<file path="src/rtl/filter_stream_if.sv">
// Weight-buffer read port and PE weight-stream handshake used by filter_stream_ctrl.
// master = the controller; slave = the buffer/FIFO side.
interface filter_stream_if #(
  parameter int ADDR_W = 12,
  parameter int F      = 4,
  parameter int DATA_W = 8
);
  logic                mem_rd_en;
  logic [ADDR_W-1:0]   mem_rd_addr;
  logic [F*DATA_W-1:0] mem_rd_data;
  logic                wt_valid;
  logic [F*DATA_W-1:0] wt_data;
  logic                wt_last;
  logic                wt_ready;

  modport master (
    output mem_rd_en, mem_rd_addr, wt_valid, wt_data, wt_last,
    input  mem_rd_data, wt_ready
  );

  modport slave (
    input  mem_rd_en, mem_rd_addr, wt_valid, wt_data, wt_last,
    output mem_rd_data, wt_ready
  );
endinterface

</file>
<file path="src/rtl/filter_stream_ctrl.sv">
// Fetches the compressed weight segment for a (layer, k) request and streams it to the
// PE weight FIFO through a 2-entry skid buffer; reports filter/input completion levels.
//
// state | meaning
// IDLE  | wait for a request whose tag differs from the last delivered tag
// FETCH | issue buffer reads while read credit is available
// DRAIN | all reads issued; wait for the final beat to be accepted
// DONE  | one cycle; record the delivered tag
module filter_stream_ctrl #(
  parameter int NUM_LAYER = 4,
  parameter int MAX_K     = 64,
  parameter int ADDR_W    = 12,
  parameter int F         = 4,
  parameter int DATA_W    = 8,
  parameter int LEN_W     = 8,
  localparam int KW       = $clog2(MAX_K),
  localparam int LYW      = $clog2(NUM_LAYER) + 1
) (
  input  logic                          clk,
  input  logic                          rst,
  input  logic                          req_filter_valid,
  input  logic [KW-1:0]                 req_filter_k,
  input  logic [LYW-1:0]                req_conv_layer,
  input  logic                          req_input_valid,
  input  logic [NUM_LAYER*ADDR_W-1:0]   cfg_base_addr,
  input  logic [NUM_LAYER*LEN_W-1:0]    cfg_beats_per_k,
  filter_stream_if.master               bus,
  output logic                          input_stream_start,
  input  logic                          input_stream_done,
  output logic                          stream_filter_finish,
  output logic                          stream_input_finish
);

  localparam int TW     = LYW + KW;
  localparam int KOFF_W = KW + LEN_W;

  typedef enum logic [1:0] {IDLE, FETCH, DRAIN, DONE} state_t;

  state_t              state, state_nx;
  logic [TW-1:0]       req_tag, cur_tag, done_tag;
  logic                done_tag_valid;
  logic                new_req;
  logic [ADDR_W-1:0]   base_sel, start_addr, rd_addr;
  logic [LEN_W-1:0]    beats_sel, rd_left, tx_left;
  logic [KOFF_W-1:0]   k_off;
  logic                issue, pop, rd_pend;
  logic [1:0]          in_flight, skid_cnt;
  logic [F*DATA_W-1:0] skid [2];
  logic                wr_ptr, rd_ptr;
  logic                input_started;

  assign req_tag = {req_conv_layer, req_filter_k};
  assign new_req = req_filter_valid && (!done_tag_valid || (req_tag != done_tag));

  // Out-of-range layer numbers select base 0 / zero beats.
  always_comb begin
    base_sel  = '0;
    beats_sel = '0;
    for (int i = 0; i < NUM_LAYER; i++) begin
      if (req_conv_layer == LYW'(i)) begin
        base_sel  = cfg_base_addr[i*ADDR_W +: ADDR_W];
        beats_sel = cfg_beats_per_k[i*LEN_W +: LEN_W];
      end
    end
    k_off      = KOFF_W'(req_filter_k) * KOFF_W'(beats_sel);
    start_addr = base_sel + ADDR_W'(k_off);
  end

  assign bus.wt_valid = (skid_cnt != 2'd0);
  assign bus.wt_data  = skid[rd_ptr];
  assign bus.wt_last  = bus.wt_valid && (tx_left == LEN_W'(1));
  assign pop          = bus.wt_valid && bus.wt_ready;

  // Reads in flight plus beats held after this cycle's pop must leave room in the skid.
  assign in_flight = skid_cnt + {1'b0, rd_pend} - {1'b0, pop};

  always_comb begin
    state_nx = state;
    issue    = 1'b0;
    case (state)
      IDLE: begin
        if (new_req) begin
          state_nx = (beats_sel == '0) ? DONE : FETCH;
        end
      end
      FETCH: begin
        if (in_flight < 2'd2) begin
          issue = 1'b1;
          if (rd_left == LEN_W'(1)) begin
            state_nx = DRAIN;
          end
        end
      end
      DRAIN: begin
        if (pop && (tx_left == LEN_W'(1))) begin
          state_nx = DONE;
        end
      end
      DONE: begin
        state_nx = IDLE;
      end
      default: begin
        state_nx = IDLE;
      end
    endcase
  end

  assign bus.mem_rd_en   = issue;
  assign bus.mem_rd_addr = issue ? rd_addr : '0;

  always_ff @(posedge clk or negedge rst) begin
    if (!rst) begin
      state                <= IDLE;
      cur_tag              <= '0;
      done_tag             <= '0;
      done_tag_valid       <= 1'b0;
      rd_addr              <= '0;
      rd_left              <= '0;
      tx_left              <= '0;
      rd_pend              <= 1'b0;
      skid[0]              <= '0;
      skid[1]              <= '0;
      wr_ptr               <= 1'b0;
      rd_ptr               <= 1'b0;
      skid_cnt             <= 2'd0;
      stream_filter_finish <= 1'b0;
      input_started        <= 1'b0;
      input_stream_start   <= 1'b0;
      stream_input_finish  <= 1'b0;
    end else begin
      state <= state_nx;

      if ((state == IDLE) && new_req) begin
        cur_tag <= req_tag;
        rd_addr <= start_addr;
        rd_left <= beats_sel;
        tx_left <= beats_sel;
      end else begin
        if (issue) begin
          rd_addr <= rd_addr + ADDR_W'(1);
          rd_left <= rd_left - LEN_W'(1);
        end
        if (pop) begin
          tx_left <= tx_left - LEN_W'(1);
        end
      end

      // Buffer data is valid the cycle after the strobe.
      rd_pend <= issue;
      if (rd_pend) begin
        skid[wr_ptr] <= bus.mem_rd_data;
        wr_ptr       <= ~wr_ptr;
      end
      if (pop) begin
        rd_ptr <= ~rd_ptr;
      end
      skid_cnt <= skid_cnt + {1'b0, rd_pend} - {1'b0, pop};

      if (state == DONE) begin
        done_tag       <= cur_tag;
        done_tag_valid <= 1'b1;
      end

      stream_filter_finish <= req_filter_valid && done_tag_valid && (req_tag == done_tag);

      input_stream_start <= req_input_valid && !input_started;
      if (req_input_valid) begin
        input_started <= 1'b1;
      end
      if (input_stream_done) begin
        stream_input_finish <= 1'b1;
      end
    end
  end

endmodule

</file>
<file path="src/flat_wrapper.sv">
// flat-port wrapper written by rule: the top's interface ports become plain ports
module filter_stream_ctrl_flat 
#(
  parameter int NUM_LAYER = 4,
  parameter int MAX_K     = 64,
  parameter int ADDR_W    = 12,
  parameter int F         = 4,
  parameter int DATA_W    = 8,
  parameter int LEN_W     = 8,
  localparam int KW       = $clog2(MAX_K),
  localparam int LYW      = $clog2(NUM_LAYER) + 1
)
  (clk, rst, req_filter_valid, req_filter_k, req_conv_layer, req_input_valid, cfg_base_addr, cfg_beats_per_k, input_stream_start, input_stream_done, stream_filter_finish, stream_input_finish, bus_mem_rd_en, bus_mem_rd_addr, bus_wt_valid, bus_wt_data, bus_wt_last, bus_mem_rd_data, bus_wt_ready);
  filter_stream_if #(.ADDR_W(ADDR_W), .F(F), .DATA_W(DATA_W)) bus_i ();
  input  logic clk;
  input  logic rst;
  input  logic req_filter_valid;
  input  logic [KW-1:0] req_filter_k;
  input  logic [LYW-1:0] req_conv_layer;
  input  logic req_input_valid;
  input  logic [NUM_LAYER*ADDR_W-1:0] cfg_base_addr;
  input  logic [NUM_LAYER*LEN_W-1:0] cfg_beats_per_k;
  output logic input_stream_start;
  input  logic input_stream_done;
  output logic stream_filter_finish;
  output logic stream_input_finish;
  output wire logic [$bits(bus_i.mem_rd_en)-1:0] bus_mem_rd_en;
  output wire logic [$bits(bus_i.mem_rd_addr)-1:0] bus_mem_rd_addr;
  output wire logic [$bits(bus_i.wt_valid)-1:0] bus_wt_valid;
  output wire logic [$bits(bus_i.wt_data)-1:0] bus_wt_data;
  output wire logic [$bits(bus_i.wt_last)-1:0] bus_wt_last;
  input wire logic [$bits(bus_i.mem_rd_data)-1:0] bus_mem_rd_data;
  input wire logic [$bits(bus_i.wt_ready)-1:0] bus_wt_ready;
  assign bus_mem_rd_en = bus_i.mem_rd_en;
  assign bus_mem_rd_addr = bus_i.mem_rd_addr;
  assign bus_wt_valid = bus_i.wt_valid;
  assign bus_wt_data = bus_i.wt_data;
  assign bus_wt_last = bus_i.wt_last;
  assign bus_i.mem_rd_data = bus_mem_rd_data;
  assign bus_i.wt_ready = bus_wt_ready;
  filter_stream_ctrl #(.NUM_LAYER(NUM_LAYER), .MAX_K(MAX_K), .ADDR_W(ADDR_W), .F(F), .DATA_W(DATA_W), .LEN_W(LEN_W)) u_core (.clk(clk), .rst(rst), .req_filter_valid(req_filter_valid), .req_filter_k(req_filter_k), .req_conv_layer(req_conv_layer), .req_input_valid(req_input_valid), .cfg_base_addr(cfg_base_addr), .cfg_beats_per_k(cfg_beats_per_k), .bus(bus_i), .input_stream_start(input_stream_start), .input_stream_done(input_stream_done), .stream_filter_finish(stream_filter_finish), .stream_input_finish(stream_input_finish));
endmodule
</file>
<file path="config.mk">
export PLATFORM = sky130hd
export DESIGN_NAME = filter_stream_ctrl_flat
export DESIGN_NICKNAME = d
export VERILOG_FILES = /design/src/rtl/filter_stream_if.sv /design/src/rtl/filter_stream_ctrl.sv /design/src/flat_wrapper.sv
export SDC_FILE = /design/constraint.sdc
export NUM_CORES = 1
export LEC_CHECK = 0
export ABC_AREA = 0
export BUFFER_PORTS_ARGS = -buffer_cell sky130_fd_sc_hd__buf_2
export CORE_MARGIN = 8
export CORE_UTILIZATION = 31
export CTS_CLUSTER_SIZE = 10
export DETAILED_ROUTE_END_ITERATION = 6
export PLACE_DENSITY = 0.59
export SYNTH_ARGS = -nofsm -noshare
export SYNTH_HDL_FRONTEND = slang
export SYNTH_SLANG_ARGS = --single-unit
</file>
<file path="constraint.sdc">
create_clock -name clk -period 4.3 [get_ports clk]
set_input_delay 0.43 -clock clk [delete_from_list [all_inputs] [get_ports clk]]
set_output_delay 0.43 -clock clk [all_outputs]
set_load 0.02 [all_outputs]
</file>
Word-level counts from Yosys, hierarchy flattened
Cells that the tools add are included.

Output and inout port bits: 50. Register bits after elaboration: 122. Input bits: 127.

Magnitude comparators: 4. Equality and inequality tests: 14. Add/subtract/negate cells: 6. Bitwise operators: 4. Multiply operators: 1. Reductions and logical operators: 19. Mux-type cells: 29.

Operators with widths (count): $mux W32 (4); $mux W12 (7); $bwmux W64 (1); $mux W8 (8); $demux W32 S1 (1); $eq A8 B1 Y1 const B (2); $sub A8 B1 Y8 const B (2); $add A12 B1 Y12 const B (1); $add A12 B12 Y12 (1); $mul A6 B8 Y12 (1); $mux W2 (5); $eq A9 B9 Y1 (1); $logic_and A1 B1 Y1 (9); $ne A9 B9 Y1 (1); $logic_not A8 Y1 (1); $ne A2 B1 Y1 const B (4); $pmux W2 S4 (1); $eq A3 B2 Y1 const B (2); $reduce_bool A2 Y1 (3); $eq A2 B2 Y1 const B (2); $ge A2 B2 Y1 const B (2); $not A1 Y2 (2); $reduce_and A4 Y1 (1); $eq A3 B1 Y1 const B (1); other kinds (11) (14).

Logic depth before layout (Yosys ltp)
Gate-level depths: netlist (run 1).

Depth in word-level cells: 9. Mapped depth: 22.

Least setup slack after synthesis (run 1)
Ideal clock, no wire load.

Kind: input-to-reg. Start point: input port req_conv_layer[1]. End point: register u_core.rd_addr[11]. Data arrival time: 5.088 ns. Path buffers: 2. Setup slack: -0.879 ns. Stages on the path: 20. Library setup time: 0.092 ns. Cells stage by stage: buf_2 buf_2 mux2i_1 a2bb2oi_1 nor2_1 a21o_1 and2_1 fa_1 fa_1 fa_1 inv_1 fa_1 inv_1 ha_1 or2_1 or3_1 o221ai_1 o21a_1 nor3_1 o31ai_2.

Word-level cells in the longest chain between the ends: 8. Elaborated cells on any way between the ends: 20.

RTL lines: start: declaration (RTL line flat_wrapper.sv:19) `input logic [LYW-1:0] req_conv_layer;`; $logic_not A3 Y1 (RTL line filter_stream_ctrl.sv:60) `if (req_conv_layer == LYW'(i)) begin`; $mux W8 (4 in series) (RTL line filter_stream_ctrl.sv:60); $mul A6 B8 Y12 (RTL line filter_stream_ctrl.sv:65) `k_off = KOFF_W'(req_filter_k) * KOFF_W'(beats_sel);`; $add A12 B12 Y12 (RTL line filter_stream_ctrl.sv:66) `start_addr = base_sel + ADDR_W'(k_off);`; $mux W12 (RTL line filter_stream_ctrl.sv:133) `if ((state == IDLE) && new_req) begin`; end signal: assignment (RTL line filter_stream_ctrl.sv:135) `rd_addr <= start_addr;`; end signal: assignment (RTL line filter_stream_ctrl.sv:140) `rd_addr <= rd_addr + ADDR_W'(1);`; end: declaration (RTL line filter_stream_ctrl.sv:43) `logic [ADDR_W-1:0] base_sel, start_addr, rd_addr;`.

Several ways; a longest one is shown, not always the timed one. A chain may end at the register's enable or synchronous reset.

Worst setup path in the final report (run 1)
Ends and elaborated chain as after synthesis.

==> results of run 1 <==
## repair_timing
action,CTS,global route
setup endpoints to repair,5,6
resized for setup,18,14
pin swaps,29,16
buffers inserted,6,2
## cell families (layout without fill, tap and decap cells)
family	after synthesis	count (layout)	synth area share (%)
XOR/XNOR	48	48	5.425
adder cells (fa/ha/maj)	65	65	13.16
AO/OA/AOI/OAI	61	61	4.878
AND/OR/NAND/NOR	181	181	12.15
flip-flops	122	122	38.15
buffers and inverters	90	327	4.706
multiplexers	138	138	21.53
## per-layer routing
metal	track usage, %	up-vias
met3	3.904	17
met1	17.00	2882
met2	21.17	195
met5	0	-
li1	-	2876
met4	3.012	0
## cell type report
class                           count  share of cell area (%)
Clock buffer                       19                   4.348
Clock inverter                     13                   1.141
Inverter                           53                   1.910
Multi-Input combinational cell    493                   45.46
Sequential cell                   122                   29.31
Tap cell                          335                   4.024
Timing Repair Buffer              242                   13.81
## placed cells by master, fill, tap and decap left out, drive strengths merged, types with 2 or more instances in the layout
cell / synthesis / layout
mux2: 113 / 113
dfrtp: 122 / 122
or4: 2 / 2
a211oi: 2 / 2
a21oi: 28 / 28
clkinvlp: 0 / 4
nor4b: 2 / 2
or3: 3 / 3
buf: 22 / 242
mux2i: 9 / 9
ha: 33 / 33
a2bb2oi: 2 / 2
nand4: 5 / 5
nor3: 7 / 7
nor4: 4 / 4
fa: 32 / 32
o21ai: 5 / 5
nor2: 30 / 30
mux4: 16 / 16
clkinv: 0 / 6
o221ai: 3 / 3
clkbuf: 15 / 19
a21o: 6 / 6
and2: 32 / 32
xor2: 22 / 22
nor2b: 3 / 3
nand3: 5 / 5
o21a: 4 / 4
and3: 31 / 31
or2: 10 / 10
o211ai: 5 / 5
xnor2: 25 / 25
inv: 53 / 55
nand2: 45 / 45
## path summary, 6_finish.rpt
| kind | end | slack (ps) | cells past startpoint |
|---|---|---|---|
| setup / recovery | u_core.rd_addr[11]$_DFFE_PN0P_ | -150 | 22 |
| hold / removal | u_core.skid[35]$_DFFE_PN0P_ | 160 | 1 |
| setup reg to reg | u_core.rd_left[5]$_DFFE_PN0P_ | 1330 | 11 |
| hold reg to reg | u_core.input_stream_start$_DFF_PN0_ | 410 | 1 |
| max in group asynchronous | u_core.skid[45]$_DFFE_PN0P_ | 3190 | 2 |
| min in group clk | u_core.stream_input_finish$_DFFE_PN0P_ | 210 | 2 |
## where the power goes
group	total [mW]	leakage, nW	internal, mW	switching [mW]
combinational	3.14	3.28	1.56	1.58
clock	1.36	0.272	0.827	0.533
sequential	2.11	1.43	1.72	0.385
total	6.61	4.99	4.11	2.50
## flip-flops by register name, indices dropped and copies added (netlist names), 2 cells and up
name	cells
u_core.cur_tag	9
u_core.done_tag	9
u_core.rd_addr	12
u_core.rd_left	8
u_core.skid	64
u_core.skid_cnt	2
u_core.state	2
u_core.tx_left	8
## stage by stage
step | power (mW) | util [%]
6_report | 6.611 | 40.55
5_1_grt | 7.139 | 40.55
4_1_cts | 6.696 | 40.26
3_5_place_dp | 5.251 | 37.61
3_3_place_gp | 5.200 | 37.61
2_1_floorplan | 4.306 | -
==> results.ini, run 1 <==
[status]
status = complete, but fails checks
violations = setup timing

[routing]
wl_met1_microns = 9186
viasPerCell = 4.675
wl_met2_microns = 9267
drcViolationCount = 0
dr_wl_met3_microns = 1429
wl_per_cell_microns = 15.71
dr.first_iter.drc_count = 243
firstDrtPassIters = 4
wirelength_microns = 20060
dr.max_layer_used = met4
dr_total_vias = 5970
antenna_left = 0

[timing]
fin_hold_ws_ps = 160.9
setup_violations = 5
period_share_pct = 103.5
hold_viol_final = 0
setup_slack_ps = -150.9
totalNegativeSetupSlack_ps = -331.0
tightestPinTransition_ps = 1017
finalCriticalPeriod_ps = 4451
slew_violations = 0
max_freq_mhz = 224.7
max_slew_margin_pct = 32.02
rsz0062_at_grt = yes
fin_skew_ps = 10.74

[critical_path]
crit_path_max_fanout = 5
cpLargestDelayFamily = adder cells
crit_type = in2reg
crit_start = req_conv_layer[1]
rr_startpoint = u_core.skid_cnt[1]$_DFF_PN0_
cp.required_ps = 4620
cp_slowest_cell = fa_1
max_stage_delay_ps = 490
cp_common_cell = fa_1
path_cells = buf_12 > mux2i_2 > a2bb2oi_2 > nor2_1 > a21o_1 > buf_6 > and2_4 > fa_1 > inv_1 > fa_1 > inv_2 > fa_1 > inv_1 > fa_1 > inv_2 > ha_4 > nand2_4 > o21ai_2 > o221ai_4 > o21a_1 > o21a_1 > o31ai_2
cp-start-kind = input port
cp.arrival_ps = 4770
worst_setup_path_end_kind = flip-flop
critical_path_buf_inv_count = 6

[clock_tree]
clk_pin_slew_ps = 60
holdBufCountCts = 0
cts_sinks = 122
cts_inserted_buffers = 17
htreeDepth = 4
clockBufferDepth = 2
root_buffer = clkbuf_16
cts_tree = yes
insertion_delay_ps = 410

[synth]
synth_cell_types = 49
ys.flop_type = dfrtp_1
async_flop_share_pct = 100.0
synthesis.nets = 897
synth_edf_count = 0
yosysWarnings = 0
synthTopCellsByCount = dfrtp_1, mux2_2, inv_1
yosys.area.top_type = dfrtp_1
syn_inst = 705
synth_top_area_share_pct = 38.15
yosys.cell_count.top_type = dfrtp_1
postSynthAreaPerCell_sq_um = 11.35
syn-cell-area_sq_mm = 0.008003
synth_seq_cells = 122
yosysSeqAreaShare_pct = 38.15
ys_top_cells_by_area = dfrtp_1, mux2_2, fa_1, ha_1, mux4_2

[finish]
layout-drive-gt1-share_pct = 45.33
fillerInstances = 2560
final-seq-area_sq_mm = 0.003053
antenna_cells = 0
final_cells = 1277
final_cell_area_sq_mm = 0.01042
layout.nets = 1121
area_growth_pct = 30.18
multiInputGateArea_sq_mm = 0.004736

[global_route]
grt_pass1_vias = 6563
grt_pass1_wl_microns = 33050
overflow = 0
track_usage_pct = 13.10
grt_max_degree = 75
antenna_found_initial = 0

[floorplanning]
start_util_pct = 31.15
core_area_sq_mm = 0.02569
rows = 59
die_w_microns = 176.7
fp.dieArea_sq_mm = 0.03121
ios = 177
die_y_microns = 176.7

[place]
hpwl_microns = 15900
globalplace.congestion = 0.8236
port-buffer-count = 176
place_ws_ps = -703.4
dp.cells = 1237
placed_area_sq_mm = 0.009662

[job]
maxCapViolations = 0

[min_path]
hold_path_class = in2async

[power_and_ir_drop]
power_density_mw_per_mm2 = 634.6
vdd_drop_max_mv = 0.3496
leakage_nw = 4.989

(Power assumes the default switching activity.)
==> run 2: changes to the inputs <==
==> constraint.sdc (replaced) <==
create_clock -name clk -period 4.64 [get_ports clk]
set_input_delay 0.464 -clock clk [delete_from_list [all_inputs] [get_ports clk]]
set_output_delay 0.464 -clock clk [all_outputs]
set_load 0.02 [all_outputs]
==> run 2 against run 1 <==
Net effect: the flow now finishes without violations; core utilization down 0.11 points; routed wire length up 0.90%; global-route usage about the same; first-iteration DRC count up 27%; sequential cell count unchanged; power down 6.4%; critical path depth down 4; die area unchanged; sequential share of layout area up 0.081 points; worst setup slack better by 260 ps; count of clock-buffer cells in the layout up 1; final cell count down 0.31%; critical path type unchanged; highest routed layer unchanged.
==> results.ini, run 2 (synthesis results as in run 1) <==
[clock_tree]
htreeDepth = 4  ; unchanged
insertion_delay_ps = 410  ; about the same
root_buffer = clkbuf_16  ; unchanged
cts_sinks = 122  ; unchanged
cts_tree = yes  ; unchanged
cts_inserted_buffers = 17  ; unchanged
clockBufferDepth = 2  ; unchanged
clk_pin_slew_ps = 60  ; about the same

[global_route]
overflow = 0  ; unchanged
grt_pass1_wl_microns = 33100  ; was 33050 microns
track_usage_pct = 13.13  ; was 13.10%
grt_max_degree = 56  ; was 75
antenna_found_initial = 0  ; unchanged
grt_pass1_vias = 6517  ; was 6563

[timing]
max_freq_mhz = 220.8
tightestPinTransition_ps = 1036  ; was 1017 ps
period_share_pct = 97.62
totalNegativeSetupSlack_ps = 0  ; was -331.0 ps
rsz0062_at_grt = yes  ; unchanged
fin_hold_ws_ps = 248.7  ; was 160.9 ps
max_slew_margin_pct = 30.80  ; was 32.02%
fin_skew_ps = 10.55  ; was 10.74 ps
hold_viol_final = 0  ; unchanged
finalCriticalPeriod_ps = 4529
slew_violations = 0  ; unchanged
setup_violations = 0  ; was 5

[power_and_ir_drop]
netSwitchingFraction_pct = 37.82  ; was 37.85%
pwr-share-comb_pct = 47.5  ; was 47.6%
power_mw = 6.188  ; was 6.611 mW
vdd_drop_max_mv = 0.3421  ; was 0.3496 mV
netSwitchingPower_mw = 2.340  ; was 2.502 mW
seq_power_share_pct = 31.0  ; was 31.9%
internal_power_mw = 3.848  ; was 4.109 mW
clockPowerShare_pct = 21.4  ; was 20.6%
power_density_mw_per_mm2 = 595.7  ; was 634.6 mW/mm^2
leakage_nw = 4.975  ; was 4.989 nW

[floorplanning]
ios = 177  ; unchanged
start_util_pct = 31.15  ; unchanged
rows = 59  ; unchanged
fp.dieArea_sq_mm = 0.03121  ; unchanged
core_area_sq_mm = 0.02569  ; unchanged
die_y_microns = 176.7  ; unchanged
die_w_microns = 176.7  ; unchanged

[routing]
viasPerCell = 4.661  ; was 4.675
wl_met1_microns = 9566  ; was 9186 microns
dr.first_iter.drc_count = 309  ; was 243
wirelength_microns = 20240  ; was 20060 microns
drcViolationCount = 0  ; unchanged
dr_total_vias = 5934  ; was 5970
firstDrtPassIters = 4  ; unchanged
dr_wl_met3_microns = 1079  ; was 1429 microns
wl_per_cell_microns = 15.90  ; was 15.71 microns
dr.max_layer_used = met4  ; unchanged
wl_met2_microns = 9399  ; was 9267 microns
antenna_left = 0  ; unchanged

[place]
globalplace.congestion = 0.7879  ; was 0.8236
port-buffer-count = 176  ; unchanged
dp.cells = 1228  ; was 1237
placed_area_sq_mm = 0.009598  ; was 0.009662 sq mm
hpwl_microns = 15730  ; was 15900 microns

[critical_path]
cp.required_ps = 4960  ; was 4620 ps
cp_slowest_cell = fa_1  ; unchanged
path_cells = buf_12 > buf_12 > buf_4 > mux4_2 > and3_1 > fa_1 > fa_1 > fa_1 > inv_1 > fa_1 > inv_1 > ha_2 > or2_4 > or3_4 > o221ai_4 > o21a_1 > nor3_2 > o31ai_2  ; was buf_12 > mux2i_2 > a2bb2oi_2 > nor2_1 > a21o_1 > buf_6 > and2_4 > fa_1 > inv_1 > fa_1 > inv_2 > fa_1 > inv_1 > fa_1 > inv_2 > ha_4 > nand2_4 > o21ai_2 > o221ai_4 > o21a_1 > o21a_1 > o31ai_2
cp-start-kind = input port  ; unchanged
max_stage_delay_ps = 550  ; was 490 ps
cp.arrival_ps = 4850  ; was 4770 ps
worst_setup_path_end_kind = flip-flop  ; unchanged
crit_type = in2reg  ; unchanged
cp_common_cell = fa_1  ; unchanged
crit_path_max_fanout = 6  ; was 5

[job]
maxCapViolations = 0  ; unchanged

[finish]
final_cell_area_sq_mm = 0.01039  ; was 0.01042 sq mm
area_growth_pct = 29.82  ; was 30.18%
mostFrequentLayoutCells = buf_2, dfrtp_1, mux2_2  ; unchanged
layout-drive-gt1-share_pct = 44.46  ; was 45.33%
final-seq-area_sq_mm = 0.003053  ; unchanged
regMostFlops = u_core.skid  ; unchanged
fillerInstances = 2499  ; was 2560
final_cells = 1273  ; was 1277
multiInputGateArea_sq_mm = 0.004722  ; was 0.004736 sq mm
antenna_cells = 0  ; unchanged
layout_commonest_cell = buf_2  ; unchanged
layout.nets = 1117  ; was 1121
largest_register_ffs = 64  ; unchanged
reg.largest.list = u_core.skid x64, u_core.rd_addr x12  ; unchanged

[status]
status = finished clean  ; was complete, but fails checks

[min_path]
hold_path_class = in2reg  ; was in2async

[run 2: cell count changes in the layout (fill, tap and decap cells not counted), moves of 2 or more]
cell / previous run / this run
buf_6: 8 / 1
and2_1: 22 / 27
and2_4: 10 / 5
clkinv_2: 3 / 1
clkinv_4: 3 / 5
clkinvlp_4: 4 / 2
nand2_1: 43 / 41
nand2_2: 1 / 3
[run 2: layout make-up]
class                           count  area share, %
Tap cell                          335          4.035
Clock inverter                     12          1.361
Clock buffer                       20          4.396
Multi-Input combinational cell    493          45.45
Sequential cell                   122          29.39
Inverter                           53          1.915
Timing Repair Buffer              238          13.45
[run 2: power by group through the flow]
stage | sequential [mW] | clock (mW) | combinational (mW)
after floorplan | 1.84 | 0 | 2.15
after global placement | 1.92 | 0 | 2.90
after detailed placement | 1.94 | 0 | 2.93
after CTS | 1.93 | 1.37 | 2.95
after global routing | 1.99 | 1.41 | 3.25
final | 1.92 | 1.33 | 2.94
[run 2: path summary, 6_finish.rpt]
kind | from | end | slack, ps | depth (start not counted)
max | req_conv_layer[1] | u_core.rd_addr[11]$_DFFE_PN0P_ | 110 | 18
min | input_stream_done | u_core.stream_input_finish$_DFFE_PN0P_ | 250 | 2
max reg2reg | u_core.skid_cnt[1]$_DFF_PN0_ | u_core.rd_left[5]$_DFFE_PN0P_ | 1690 | 11
min reg2reg | u_core.input_started$_DFFE_PN0P_ | u_core.input_stream_start$_DFF_PN0_ | 420 | 1
max in group asynchronous | rst | u_core.cur_tag[2]$_DFFE_PN0P_ | 3020 | 3
min in group asynchronous | rst | u_core.skid[36]$_DFFE_PN0P_ | 530 | 2
[run 2: worst max-delay path, delay by kind of cell]
family | cells | cell delay (ps)
compound gates | 3 | 570
fa+ha+maj | 5 | 2120
buf+inv | 5 | 470
mux | 1 | 350
simple gates | 4 | 880
[run 2: routing by layer]
| layer | global-route usage [%] | vias up |
|---|---|---|
| met5 | 0 | - |
| met4 | 3.608 | 0 |
| met3 | 3.200 | 14 |
| met2 | 21.23 | 173 |
| met1 | 17.26 | 2882 |
| li1 | - | 2865 |
[run 2: per-stage QoR]
| stage | util, % | setup slack [ps] |
|---|---|---|
| floorplan | - | -227.3 |
| global placement | 37.36 | -359.9 |
| detailed placement | 37.36 | -407.9 |
| CTS | 39.73 | 36.58 |
| global route | 40.44 | -66.71 |
| finish | 40.44 | 110.5 |
[run 2: what timing repair did]
action / 4_1_cts / 5_1_grt
hold endpoints to repair: 24 / 0
endpoints found under the setup margin: 0 / 6
setup buffers: 0 / 12
gates resized for setup: 0 / 26
hold buffers: 1 / 0
==> run 3: changes to the inputs <==
--- a/config.mk
+++ b/config.mk
@@ -6,7 +6,7 @@
 export NUM_CORES = 1
 export LEC_CHECK = 0
 export ABC_AREA = 0
-export BUFFER_PORTS_ARGS = -buffer_cell sky130_fd_sc_hd__buf_2
+export BUFFER_PORTS_ARGS = -buffer_cell sky130_fd_sc_hd__buf_4
 export CORE_MARGIN = 8
 export CORE_UTILIZATION = 31
 export CTS_CLUSTER_SIZE = 10
==> run 3 against run 2 <==
Net effect: die area unchanged; critical path type unchanged; combinational power up 5%; worst setup slack worse by 15 ps; sequential share of layout area down 0.75 points; fmax down 0.33%; sequential power about the same; core utilization up 1.1 points.
==> results.ini, run 3 (synthesis results as in run 1) <==
[floorplanning]
core_area_sq_mm = 0.02569  ; unchanged
ios = 177  ; unchanged
rows = 59  ; unchanged
die_w_microns = 176.7  ; unchanged
start_util_pct = 31.15  ; unchanged
fp.dieArea_sq_mm = 0.03121  ; unchanged
die_y_microns = 176.7  ; unchanged

[status]
status = finished clean  ; unchanged

[critical_path]
worst_r2r_endpoint = u_core.rd_left[5]$_DFFE_PN0P_  ; unchanged
cpLargestDelayFamily = adder cells  ; unchanged
cp_slowest_cell = fa_1  ; unchanged
cp_common_cell = fa_1  ; unchanged
max_stage_delay_ps = 530  ; was 550 ps
cp.arrival_ps = 4830  ; was 4850 ps
worst_setup_path_end_kind = flip-flop  ; unchanged
crit_start = req_conv_layer[0]  ; was req_conv_layer[1]
cp.depth = 20  ; was 18
crit_end = u_core.rd_addr[11]$_DFFE_PN0P_  ; unchanged
crit_type = in2reg  ; unchanged
cp-start-kind = input port  ; unchanged
critical_path_buf_inv_count = 5  ; unchanged
crit_path_max_fanout = 10  ; was 6
path_cells = buf_12 > buf_6 > or2_1 > a21oi_2 > a21o_1 > buf_6 > and2_4 > fa_1 > fa_1 > fa_1 > inv_1 > fa_1 > inv_1 > ha_2 > or2_4 > or3_4 > o221ai_4 > o21a_1 > o21a_1 > o31ai_2  ; was buf_12 > buf_12 > buf_4 > mux4_2 > and3_1 > fa_1 > fa_1 > fa_1 > inv_1 > fa_1 > inv_1 > ha_2 > or2_4 > or3_4 > o221ai_4 > o21a_1 > nor3_2 > o31ai_2
cp.required_ps = 4930  ; was 4960 ps
r2r_cells = 10  ; was 11
rr_startpoint = u_core.skid_cnt[1]$_DFF_PN0_  ; unchanged
r2r_setup_slack_ps = 1490  ; was 1690 ps

[routing]
drcViolationCount = 0  ; unchanged
dr.first_iter.drc_count = 267  ; was 309
viasPerCell = 4.707  ; was 4.661
wirelength_microns = 20390  ; was 20240 microns
dr_total_vias = 5936  ; was 5934
wl_per_cell_microns = 16.17  ; was 15.90 microns
firstDrtPassIters = 4  ; unchanged
antenna_left = 0  ; unchanged

[timing]
period_share_pct = 97.94  ; was 97.62%
tightestPinTransition_ps = 1000  ; was 1036 ps
finalCriticalPeriod_ps = 4545  ; was 4529 ps
hold_viol_final = 0  ; unchanged
fin_hold_ws_ps = 130.8  ; was 248.7 ps
fin_skew_ps = 14.25  ; was 10.55 ps
max_freq_mhz = 220.0  ; was 220.8 MHz
slew_violations = 0  ; unchanged
rsz0062_at_grt = yes  ; unchanged
setup_violations = 0  ; unchanged
max_slew_margin_pct = 33.15  ; was 30.80%

[power_and_ir_drop]
seq_power_share_pct = 30.7  ; was 31.0%
power_density_mw_per_mm2 = 587.6  ; was 595.7 mW/mm^2
pwr-share-comb_pct = 49.2  ; was 47.5%
leakage_nw = 5.030  ; was 4.975 nW
netSwitchingPower_mw = 2.335  ; was 2.340 mW
power_mw = 6.264  ; was 6.188 mW
internal_power_mw = 3.929  ; was 3.848 mW
clockPowerShare_pct = 20.2  ; was 21.4%
vdd_drop_max_mv = 0.3228  ; was 0.3421 mV
netSwitchingFraction_pct = 37.28  ; was 37.82%

[finish]
largest_register_ffs = 64  ; unchanged
layout.nets = 1105  ; was 1117
regMostFlops = u_core.skid  ; unchanged
layout_commonest_cell = buf_4  ; was buf_2
final_cells = 1261  ; was 1273
antenna_cells = 0  ; unchanged
layout-drive-gt1-share_pct = 42.76  ; was 44.46%
reg.largest.list = u_core.skid x64, u_core.rd_addr x12  ; unchanged
fillerInstances = 2472  ; was 2499
mostFrequentLayoutCells = buf_4, dfrtp_1, mux2_2  ; was buf_2, dfrtp_1, mux2_2
area_growth_pct = 33.19  ; was 29.82%

[clock_tree]
holdBufCountCts = 0  ; was 1
root_buffer = clkbuf_16  ; unchanged
cts_inserted_buffers = 17  ; unchanged
clk_pin_slew_ps = 60  ; about the same
insertion_delay_ps = 410  ; about the same
cts_tree = yes  ; unchanged
cts_sinks = 122  ; unchanged
clockBufferDepth = 2  ; unchanged
htreeDepth = 4  ; unchanged

[global_route]
antenna_found_initial = 0  ; unchanged
grt_max_degree = 64  ; was 56
grt_pass1_vias = 6470  ; was 6517
overflow = 0  ; unchanged
grt_pass1_wl_microns = 33090  ; was 33100 microns
track_usage_pct = 13.20  ; was 13.13%

[place]
dp.cells = 1223  ; was 1228
port-buffer-count = 176  ; unchanged
globalplace.congestion = 0.8374  ; was 0.7879
hpwl_microns = 15920  ; was 15730 microns

[min_path]
hold_path_class = in2async  ; was in2reg

[job]
maxCapViolations = 0  ; unchanged

## run 3: cell types whose count changed in the layout (fill, tap and decap cells not counted), sizes merged
| cell | before | now |
|---|---|---|
| buf | 237 | 226 |
| clkinvlp | 2 | 4 |
| bufinv | 2 | 1 |
| clkbuf | 20 | 19 |
| dlygate4sd3 | 1 | 0 |
## run 3: cell type report
cell class              instances  area, sq um  share of cell area, %
repair buffers                226         1737                  16.29
well taps                     335        419.2                  3.932
multi-input cells             493         4679                  43.90
flip-flops and latches        122         3053                  28.64
clock buffers                  19        452.9                  4.249
inverters                      53        198.9                  1.866
clock inverters                13        118.9                  1.115
## run 3: how the worst min path moves through the flow
stage,startpoint,to,cells after the start
2_1_floorplan,rst,u_core.cur_tag[0]$_DFFE_PN0P_,0
3_3_place_gp,u_core.input_started$_DFFE_PN0P_,u_core.input_stream_start$_DFF_PN0_,1
3_5_place_dp,u_core.input_started$_DFFE_PN0P_,u_core.input_stream_start$_DFF_PN0_,1
4_1_cts,rst,u_core.skid[8]$_DFFE_PN0P_,1
5_1_grt,rst,u_core.skid[8]$_DFFE_PN0P_,1
6_report,rst,u_core.skid[8]$_DFFE_PN0P_,1
## run 3: power by group through the flow
stage          Sequential [mW]  Combinational (mW)  Clock, mW
3_5_place_dp              1.94                3.08          0
5_1_grt                   2.00                3.38       1.35
2_1_floorplan             1.84                2.15          0
6_report                  1.92                3.08       1.26
3_3_place_gp              1.92                3.06          0
4_1_cts                   1.93                3.10       1.31
## run 3: worst register-to-register path, cell delays in order, from the launching register on
cell and delay (ps):
dfrtp_1 380, o21a_1 290, ha_1 310, inv_1 30
ha_1 170, xnor3_1 540, and2_1 610, nand2_1 140
or2_2 330, xor2_1 140, a21oi_1 140
## run 3: repair_timing
item / in CTS / in global routing
gates resized for setup: 0 / 17
setup endpoints to repair: 0 / 6
setup buffers: 0 / 6
## run 3: routing by layer
layer  global-route usage, %  vias up  share of wire (%)
li1                        -     2845                  -
met1                   16.85     2901                 46
met2                   21.12      172                 46
met3                   4.288       18                6.9
met4                   3.643        0                1.1
met5                       0        -                  0
## run 3: metrics by stage
stage / setup slack, ps / instance area, sq um / TNS (ps) / util [%]
detailed placement: -379.2 / 9973 / -1731 / 38.82
floorplan: -227.3 / 8097 / -359.6 / -
finish: 95.48 / 10660 / 0 / 41.49
global placement: -311.1 / 9973 / -1372 / 38.82
CTS: 79.17 / 10550 / 0 / 41.05
global route: -93.79 / 10660 / -179.8 / 41.49
